File: src/rtl/mips_isa_pkg.sv
// mips_isa_pkg: mnemonics, opcodes and instruction formats shared by encoder and decoder.
package mips_isa_pkg;
  typedef enum logic [4:0] {
    RTYPE, LW, SW, BEQ, ADDI, ORI, J, BNE, LH, LB, LBU, ANDI, JAL, LUI, XORI, BLEZ, SLTI, JR
  } mnem_t;
  typedef enum logic [1:0] {FMT_R, FMT_I, FMT_J} fmt_t;
  localparam logic [5:0] OP_RTYPE = 6'b000000;
  localparam logic [5:0] OP_LW    = 6'b100011;
  localparam logic [5:0] OP_SW    = 6'b101011;
  localparam logic [5:0] OP_BEQ   = 6'b000100;
  localparam logic [5:0] OP_BNE   = 6'b000101;
  localparam logic [5:0] OP_ADDI  = 6'b001000;
  localparam logic [5:0] OP_ORI   = 6'b001101;
  localparam logic [5:0] OP_ANDI  = 6'b001100;
  localparam logic [5:0] OP_XORI  = 6'b001110;
  localparam logic [5:0] OP_SLTI  = 6'b001010;
  localparam logic [5:0] OP_LH    = 6'b100001;
  localparam logic [5:0] OP_LB    = 6'b100000;
  localparam logic [5:0] OP_LBU   = 6'b100100;
  localparam logic [5:0] OP_LUI   = 6'b001111;
  localparam logic [5:0] OP_BLEZ  = 6'b000110;
  localparam logic [5:0] OP_J     = 6'b000010;
  localparam logic [5:0] OP_JAL   = 6'b000011;
  localparam logic [5:0] FUNCT_JR = 6'b001000;
  function automatic fmt_t fmt_of(mnem_t m);
    return (m == RTYPE || m == JR) ? FMT_R : (m == J || m == JAL) ? FMT_J : FMT_I;
  endfunction
endpackage

File: src/rtl/instr_packer.sv
// instr_packer: combinational mnemonic + fields -> 32-bit machine word and legality flag.
module instr_packer
  import mips_isa_pkg::*;
(
  input  logic [4:0]  mnem,
  input  logic [4:0]  rs,
  input  logic [4:0]  rt,
  input  logic [4:0]  rd,
  input  logic [5:0]  funct,
  input  logic [15:0] imm,
  input  logic [25:0] target,
  output logic [31:0] word,
  output logic        legal
);
  mnem_t m;
  fmt_t fmt;
  logic [5:0] op;
  assign m = mnem_t'(mnem);
  assign fmt = fmt_of(m);
  assign legal = mnem <= 5'(JR);
  always_comb begin
    op = OP_RTYPE;
    case (m)
      LW:      op = OP_LW;
      SW:      op = OP_SW;
      BEQ:     op = OP_BEQ;
      BNE:     op = OP_BNE;
      ADDI:    op = OP_ADDI;
      ORI:     op = OP_ORI;
      ANDI:    op = OP_ANDI;
      XORI:    op = OP_XORI;
      SLTI:    op = OP_SLTI;
      LH:      op = OP_LH;
      LB:      op = OP_LB;
      LBU:     op = OP_LBU;
      LUI:     op = OP_LUI;
      BLEZ:    op = OP_BLEZ;
      J:       op = OP_J;
      JAL:     op = OP_JAL;
      default: op = OP_RTYPE;
    endcase
  end
  // LUI has no source register and BLEZ compares against zero, so those fields are forced
  assign word = !legal ? '0 :
                m == RTYPE ? {OP_RTYPE, rs, rt, rd, 5'd0, funct} :
                m == JR ? {OP_RTYPE, rs, 15'd0, FUNCT_JR} :
                fmt == FMT_J ? {op, target} :
                {op, m == LUI ? 5'd0 : rs, m == BLEZ ? 5'd0 : rt, imm};
endmodule

File: src/rtl/instr_encoder_loader.sv
// instr_encoder_loader: encodes symbolic instructions and writes them to consecutive imem words.
module instr_encoder_loader
  import mips_isa_pkg::*;
#(
  parameter int ADDR_W = 6,
  parameter int BASE_ADDR = 0
) (
  input  logic              clk,
  input  logic              reset,
  input  logic              start,
  input  logic              finish,
  input  logic              in_valid,
  output logic              in_ready,
  input  logic [4:0]        in_mnem,
  input  logic [4:0]        in_rs,
  input  logic [4:0]        in_rt,
  input  logic [4:0]        in_rd,
  input  logic [5:0]        in_funct,
  input  logic [15:0]       in_imm,
  input  logic [25:0]       in_target,
  output logic              imem_we,
  output logic [ADDR_W-1:0] imem_addr,
  output logic [31:0]       imem_wdata,
  output logic [ADDR_W:0]   count,
  output logic              busy,
  output logic              done,
  output logic              err
);
  localparam int DEPTH = 2**ADDR_W;
  typedef enum logic [1:0] {IDLE, RUN, DONE} state_t;
  state_t state;
  logic [ADDR_W-1:0] ptr;
  logic [31:0] word;
  logic legal, fire, write;
  instr_packer u_packer (
    .mnem(in_mnem), .rs(in_rs), .rt(in_rt), .rd(in_rd), .funct(in_funct),
    .imm(in_imm), .target(in_target), .word(word), .legal(legal)
  );
  assign in_ready = state == RUN;
  assign busy = state == RUN;
  assign done = state == DONE;
  assign fire = in_valid && in_ready;
  assign write = fire && legal;
  always_ff @(posedge clk) begin
    if (reset) begin
      state <= IDLE;
      ptr <= ADDR_W'(BASE_ADDR);
      count <= '0;
      err <= 1'b0;
      imem_we <= 1'b0;
      imem_addr <= '0;
      imem_wdata <= '0;
    end else begin
      imem_we <= write;
      if (write) begin
        imem_addr <= ptr;
        imem_wdata <= word;
        ptr <= ptr + 1'b1;
        count <= count + 1'b1;
      end
      if (fire && !legal) err <= 1'b1;
      // the DEPTH-th write closes the session so no address is written twice
      if (state == RUN && (finish || (write && count == (ADDR_W+1)'(DEPTH-1)))) state <= DONE;
      if (state != RUN && start) begin
        state <= RUN;
        ptr <= ADDR_W'(BASE_ADDR);
        count <= '0;
        err <= 1'b0;
      end
    end
  end
endmodule

File: config.mk
export PLATFORM = sky130hd
export DESIGN_NAME = instr_encoder_loader
export DESIGN_NICKNAME = d
export VERILOG_FILES = /design/src/rtl/mips_isa_pkg.sv /design/src/rtl/instr_packer.sv /design/src/rtl/instr_encoder_loader.sv
export SDC_FILE = /design/constraint.sdc
export NUM_CORES = 1
export LEC_CHECK = 0
export ABC_AREA = 1
export BUFFER_PORTS_ARGS = -buffer_cell sky130_fd_sc_hd__buf_2
export CAP_MARGIN = 40
export CORE_MARGIN = 1.5
export CORE_UTILIZATION = 44
export DETAILED_ROUTE_END_ITERATION = 6
export PLACE_DENSITY = 0.75
export SETUP_SLACK_MARGIN = 0.05
export SYNTH_ARGS = -nofsm -noshare
export SYNTH_HDL_FRONTEND = slang
export SYNTH_HIERARCHICAL = 1
export SYNTH_SLANG_ARGS = --single-unit
File: constraint.sdc
create_clock -name clk -period 1.7 [get_ports clk]
set_input_delay 0.34 -clock clk [delete_from_list [all_inputs] [get_ports clk]]
set_output_delay 0.34 -clock clk [all_outputs]
set_load 0.05 [all_outputs]
==> impl_metrics.ini, run 1 <==
[synthesis]
synth_top_family_by_area = simple AND/OR/NAND/NOR gates
synth-simple-area-share_pct = 35.3
postSynthCellCount = 465
synth_seq_area_share_pct = 35.5
avgSynthCellArea_um2 = 6.66
syn-cell-area_um2 = 3100
synthAdderAreaFrac_pct = 3.23
synth_compound_area_share_pct = 15.3
synth_xor_area_share_pct = 0.848
ys_warn_count = 6
synthMuxAreaShare_pct = 0
syn_nets = 546
synth.distinct_cells = 35
synth-seq-cells = 55

[route]
drt_iter0_drc = 157
detail-route-antenna-nets = 0
first_pass_iters = 4
drc = 0
wl_per_cell_um = 12.5
drt_wl_total_um = 8760
vias_per_cell = 4.94
dr_total_vias = 3471

[cts]
tritoncts = yes
clock_sinks = 55
clkLatencyLatePin_ns = 0.31
cts_made_buffers = 5
clkSlewWorstSetupHoldPaths_ns = 0.10
clockBufferDepth = 2
cts-root-buf = clkbuf_8
cts_setup_buffers = 0
cts_max_level = 2

[grt]
track_usage_pct = 23.1
grt_pass1_vias = 3110
grt_start_max_net_pins = 31
grt_overflow_total = 0
antenna_found_initial = 0
grt_pass1_wl_um = 13900

[critical_path]
cp_max_fo = 5
rrSetupSlack_ns = 0.34
crit_arrival_ns = 1.80
start_kind = input pin
required_ns = 1.95
reg2reg_from = state[0]$_SDFFE_PP0P_
worstSetupPathType = in -> reg
r2r_end = imem_wdata[31]$_SDFFE_PP0P_
cp-end-kind = register
reg2reg_depth = 6

[run_status]
status = completed

[place]
place_ws_ns = -0.154
io_buffers = 122
dp_hpwl_um = 6850
dp.cells = 695
place.gp.congestion = 0.962

[timing]
fin_crit_sh_pct = 91.2
slew_viol_final = 0
fin_ws_ns = 0.149
setup_tns_ns = 0
hold_viol = 0
max_freq_ghz = 0.645
rsz0062_at_grt = true
period_minus_slack_ns = 1.55
finalSetupViolCount = 0
finClkSkew_ns = 0.00934

[power_and_ir_drop]
power_density_nw_per_um2 = 664
power_switching_mw = 0.900
intPower_mw = 1.87
swShare_pct = 32.5
cellLeakagePower_nw = 2.21
combPwrFrac_pct = 25.3
p_seq_share_pct = 49.1
power_mw = 2.77
power_frac_clock_pct = 25.6
ir_drop_v = 0.000431

[job]
maxCapViolCount = 0

[layout]
fin_cells = 703
nets = 687
antenna_cells = 0
layout-drive-gt1-share_pct = 30.5
area_growth_pct = 34.6
post-route-util_pct = 61.4

[floorplan]
start_util_pct = 45.6
die_h_um = 86.9
core_area_um2 = 6790
die-area_um2 = 7550
core.rowCount = 30
io_pins = 123
dieWidth_um = 86.9

[worst_hold_path]
min_to = imem_addr[0]$_SDFFE_PP0P_
hp-start = reset
whs_path_depth = 2
hold_class = in -> reg
-- synth_stat cells (all sizes together) --
cell type	instances	area, µm²
a31oi	1	6.26
o211ai	2	15.0
inv	42	163
nor3	7	35.0
nand3	28	175
nand2	83	334
clkbuf	8	30.0
nand4	1	21.3
a21oi	38	190
dfxtp	55	1100
a22oi	1	7.51
clkinv	1	8.76
conb	1	3.75
or2	1	6.26
o21ai	48	240
o221ai	1	8.76
o22ai	1	6.26
ha	8	100
xnor2	2	17.5
buf	14	98.8
xor2	1	8.76
nor2	118	498
nand3b	3	22.5
-- cell usage in the layout (no fill, tap or decap), types with 7 or more instances in the layout --
master,n
buf_12,8
nand3_1,23
buf_4,26
dfxtp_1,55
o21ai_0,46
nor2_1,111
ha_1,7
buf_2,122
a21oi_1,38
nor3_1,7
nand2_1,80
inv_1,38
-- area by class of cell --
| cell class | instances | area (µm²) |
|---|---|---|
| Tap cell | 96 | 120 |
| Clock buffer | 6 | 72.6 |
| Timing Repair Buffer | 156 | 966 |
| Fill cell | 672 | 2630 |
| Clock inverter | 2 | 12.5 |
| Inverter | 43 | 171 |
| Multi-Input combinational cell | 345 | 1730 |
| Sequential cell | 55 | 1100 |
-- worst max-delay path, stage by stage --
cell     delay [ns]
buf_2          0.13
inv_1          0.09
ha_1           0.24
buf_4          0.16
nand3_4        0.10
nand2_4        0.08
buf_12         0.13
nor2_8         0.12
nand2_1        0.06
a21oi_1        0.18
nor2_1         0.08
nor2_1         0.10
-- how the worst max path moves through the flow --
stage                                     start                     endpoint  slack, ns  cells past startpoint
final                                in_mnem[1]  imem_wdata[11]$_SDFFE_PP0P_       0.15                     12
after global routing                 in_mnem[0]  imem_wdata[18]$_SDFFE_PP0P_       0.03                     13
after CTS                 state[0]$_SDFFE_PP0P_                         busy       0.15                      3
after detailed placement             in_mnem[1]        count[3]$_SDFFE_PP0P_      -0.15                     11
after global placement               in_mnem[1]        count[2]$_SDFFE_PP0P_       -0.1                     11
after floorplan                      in_mnem[0]  imem_wdata[18]$_SDFFE_PP0P_       0.05                     11
-- state kept, by name (all words and copies together) (netlist names) --
register	flops
imem_addr	6
state	2
imem_we	1
err	1
ptr	6
count	7
imem_wdata	32
-- layer usage --
layer	GRT usage (%)	vias to the layer above	share of wire, %
met1	30.1	1564	45
met5	0	-	0
met3	4.64	16	6.9
met4	6.74	0	1.8
li1	-	1766	-
met2	38.5	125	46
-- what timing repair did --
item | in CTS | in global routing
endpoints found under the hold margin | 0 | 0
hold buffers | 0 | 0
setup endpoints to repair | 0 | 4
resized for setup | 0 | 2
-- power groups by stage --
| stage | combinational (mW) | clock [mW] | sequential [mW] |
|---|---|---|---|
| finish | 0.702 | 0.709 | 1.36 |
| global route | 0.758 | 0.778 | 1.36 |
| CTS | 0.699 | 0.725 | 1.36 |
| detailed placement | 0.696 | 0 | 1.39 |
| global placement | 0.686 | 0 | 1.39 |
| floorplan | 0.295 | 0 | 1.53 |
-- cell families after synthesis --
| group | count (synthesis) |
|---|---|
| compound gates | 92 |
| flops | 55 |
| xor+xnor | 3 |
| buf+inv | 65 |
| simple gates | 241 |
| other cells | 1 |
| fa+ha+maj | 8 |
-- through the flow --
step | hold WS (ns) | cell area, µm²
3_5_place_dp | 0.467 | 4070
5_1_grt | 0.278 | 4170
6_report | 0.269 | 4170
2_1_floorplan | 0.409 | 3120
4_1_cts | 0.272 | 4160
3_3_place_gp | 0.450 | 4070
Note: power is estimated with default switching activity, not from simulation.
==> run 2: changes to the inputs <==
--- a/config.mk
+++ b/config.mk
@@ -9,10 +9,12 @@
 export BUFFER_PORTS_ARGS = -buffer_cell sky130_fd_sc_hd__buf_2
 export CAP_MARGIN = 40
 export CORE_MARGIN = 1.5
-export CORE_UTILIZATION = 44
+export CORE_UTILIZATION = 46
+export CTS_BUF_LIST = sky130_fd_sc_hd__clkbuf_4
 export DETAILED_ROUTE_END_ITERATION = 6
-export PLACE_DENSITY = 0.75
+export PLACE_DENSITY = 0.78
 export SETUP_SLACK_MARGIN = 0.05
+export SLEW_MARGIN = 5
 export SYNTH_ARGS = -nofsm -noshare
 export SYNTH_HDL_FRONTEND = slang
 export SYNTH_HIERARCHICAL = 1
==> run 2 against run 1 <==
The run now ends with DRC left. Worst setup slack lost 0.063 ns. Critical path depth shrank 9. Core utilization grew 2.6 points. Via count grew 1.5%. First-iteration DRC count grew 20%. Fmax shrank 3.9%. Register-to-register slack lost 0.08 ns. Clock power grew 8.9%. Final cell count shrank 3.0%. Highest routed layer unchanged.
==> impl_metrics.ini, run 2 (synthesis results as in run 1) <==
[layout]
top_register = imem_wdata
fin_area_um2 = 4110
layout_common_cells = 119 x buf_2, 111 x nor2_1, 80 x nand2_1
post-route-util_pct = 64.0
nets = 684
fin_cells = 682
layout-drive-gt1-share_pct = 30.3
fillCellCount = 592
area_growth_pct = 32.6
largest_reg_flops = 32
top_regs = imem_wdata (32), count (7)
final_common_cell = buf_2

[place]
dp_hpwl_um = 6960
dp.cells = 673
io_buffers = 122
place_area_um2 = 4010
place.gp.congestion = 0.922

[critical_path]
cp-end-kind = output port
required_ns = 1.36
worstSetupPathType = reg -> out
crit_arrival_ns = 1.27
crit_path_start = state[0]$_SDFFE_PP0P_
start_kind = register
rrSetupSlack_ns = 0.26
cp_max_fo = 7
r2r_end = ptr[5]$_SDFFE_PP0P_
reg2reg_depth = 6
crit_path_end = busy
reg2reg_from = state[0]$_SDFFE_PP0P_

[power_and_ir_drop]
swShare_pct = 32.5
combPwrFrac_pct = 24.7
intPower_mw = 1.91
power_switching_mw = 0.921
power_frac_clock_pct = 27.2
cellLeakagePower_nw = 2.20
p_seq_share_pct = 48.1
ir_drop_v = 0.000392
power_density_nw_per_um2 = 690

[grt]
grt_start_max_net_pins = 28
track_usage_pct = 25.5
grt_pass1_wl_um = 14900
grt_overflow_total = 0
grt_pass1_vias = 3313
antenna_found_initial = 0

[cts]
clkSlewWorstSetupHoldPaths_ns = 0.18
cts_made_buffers = 5
tritoncts = yes
cts_max_level = 2
ctsHoldBuffers = 0
cts_resized = 0
cts-root-buf = clkbuf_4
clockBufferDepth = 2
clkLatencyLatePin_ns = 0.41
cts_setup_buffers = 0
clock_sinks = 55

[timing]
rsz0062_at_grt = false
hold_viol = 0
period_minus_slack_ns = 1.61
finalSetupViolCount = 0
holdWs_ns = 0.180
finClkSkew_ns = 0.0379
slew_viol_final = 0
max_freq_ghz = 0.619
fin_crit_sh_pct = 95.0

[route]
detail-route-antenna-nets = 0
drt_wl_total_um = 9010
wl_per_cell_um = 13.2
dr_total_vias = 3522
drc = 16
vias_per_cell = 5.16
first_pass_iters = 7
drt_iter0_drc = 188

[run_status]
violations = DRC
status = finished, violations left

[floorplan]
core_area_um2 = 6420
io_pins = 123
die_h_um = 85.1
core.rowCount = 29
start_util_pct = 48.2
dieWidth_um = 85.1
die-area_um2 = 7240

[worst_hold_path]
hold_class = in -> reg

[job]
maxCapViolCount = 0
[run 2: metal layers]
metal,routed length (µm),vias up,GRT usage (%)
li1,-,1766,-
met1,3950,1590,33.2
met2,4070,153,41.6
met3,827,13,5.64
met4,167,0,8.94
met5,0,-,0
[run 2: worst min-delay path by stage]
stage | to | startpoint | cells after the start
2_1_floorplan | imem_addr[0]$_SDFFE_PP0P_ | reset | 1
3_3_place_gp | imem_addr[2]$_SDFFE_PP0P_ | imem_addr[2]$_SDFFE_PP0P_ | 2
3_5_place_dp | imem_addr[0]$_SDFFE_PP0P_ | imem_addr[0]$_SDFFE_PP0P_ | 2
4_1_cts | imem_addr[0]$_SDFFE_PP0P_ | reset | 2
5_1_grt | imem_addr[0]$_SDFFE_PP0P_ | reset | 2
6_report | imem_addr[0]$_SDFFE_PP0P_ | reset | 2
[run 2: cell type report]
class	instances	area (µm²)	share of cell area, %
Inverter	43	171	4.17
Clock inverter	2	38.8	0.944
Timing Repair Buffer	153	938	22.8
Tap cell	77	96.3	2.34
Clock buffer	6	45.0	1.10
Multi-Input combinational cell	345	1710	41.7
Antenna cell	1	2.50	0.0609
Sequential cell	55	1100	26.8
[run 2: through the flow]
stage | setup TNS [ns] | worst slack [ns] | power (mW)
floorplan | 0 | 0.0534 | 1.83
global placement | -1.42 | -0.0622 | 2.07
detailed placement | -2.78 | -0.132 | 2.08
CTS | 0 | 0.00408 | 2.83
global route | 0 | 0.0482 | 2.96
finish | 0 | 0.0855 | 2.83
[run 2: power by group through the flow]
stage,logic [mW],clock network (mW),registers (mW)
6_report,0.700,0.772,1.36
5_1_grt,0.762,0.833,1.37
4_1_cts,0.695,0.774,1.36
3_5_place_dp,0.692,0,1.39
3_3_place_gp,0.685,0,1.39
2_1_floorplan,0.295,0,1.53
[run 2: worst max-delay path: stages (launching register included)]
cell and delay, ns:
dfxtp_2 0.40, inv_2 0.05, nor2_4 0.18, buf_4 0.24
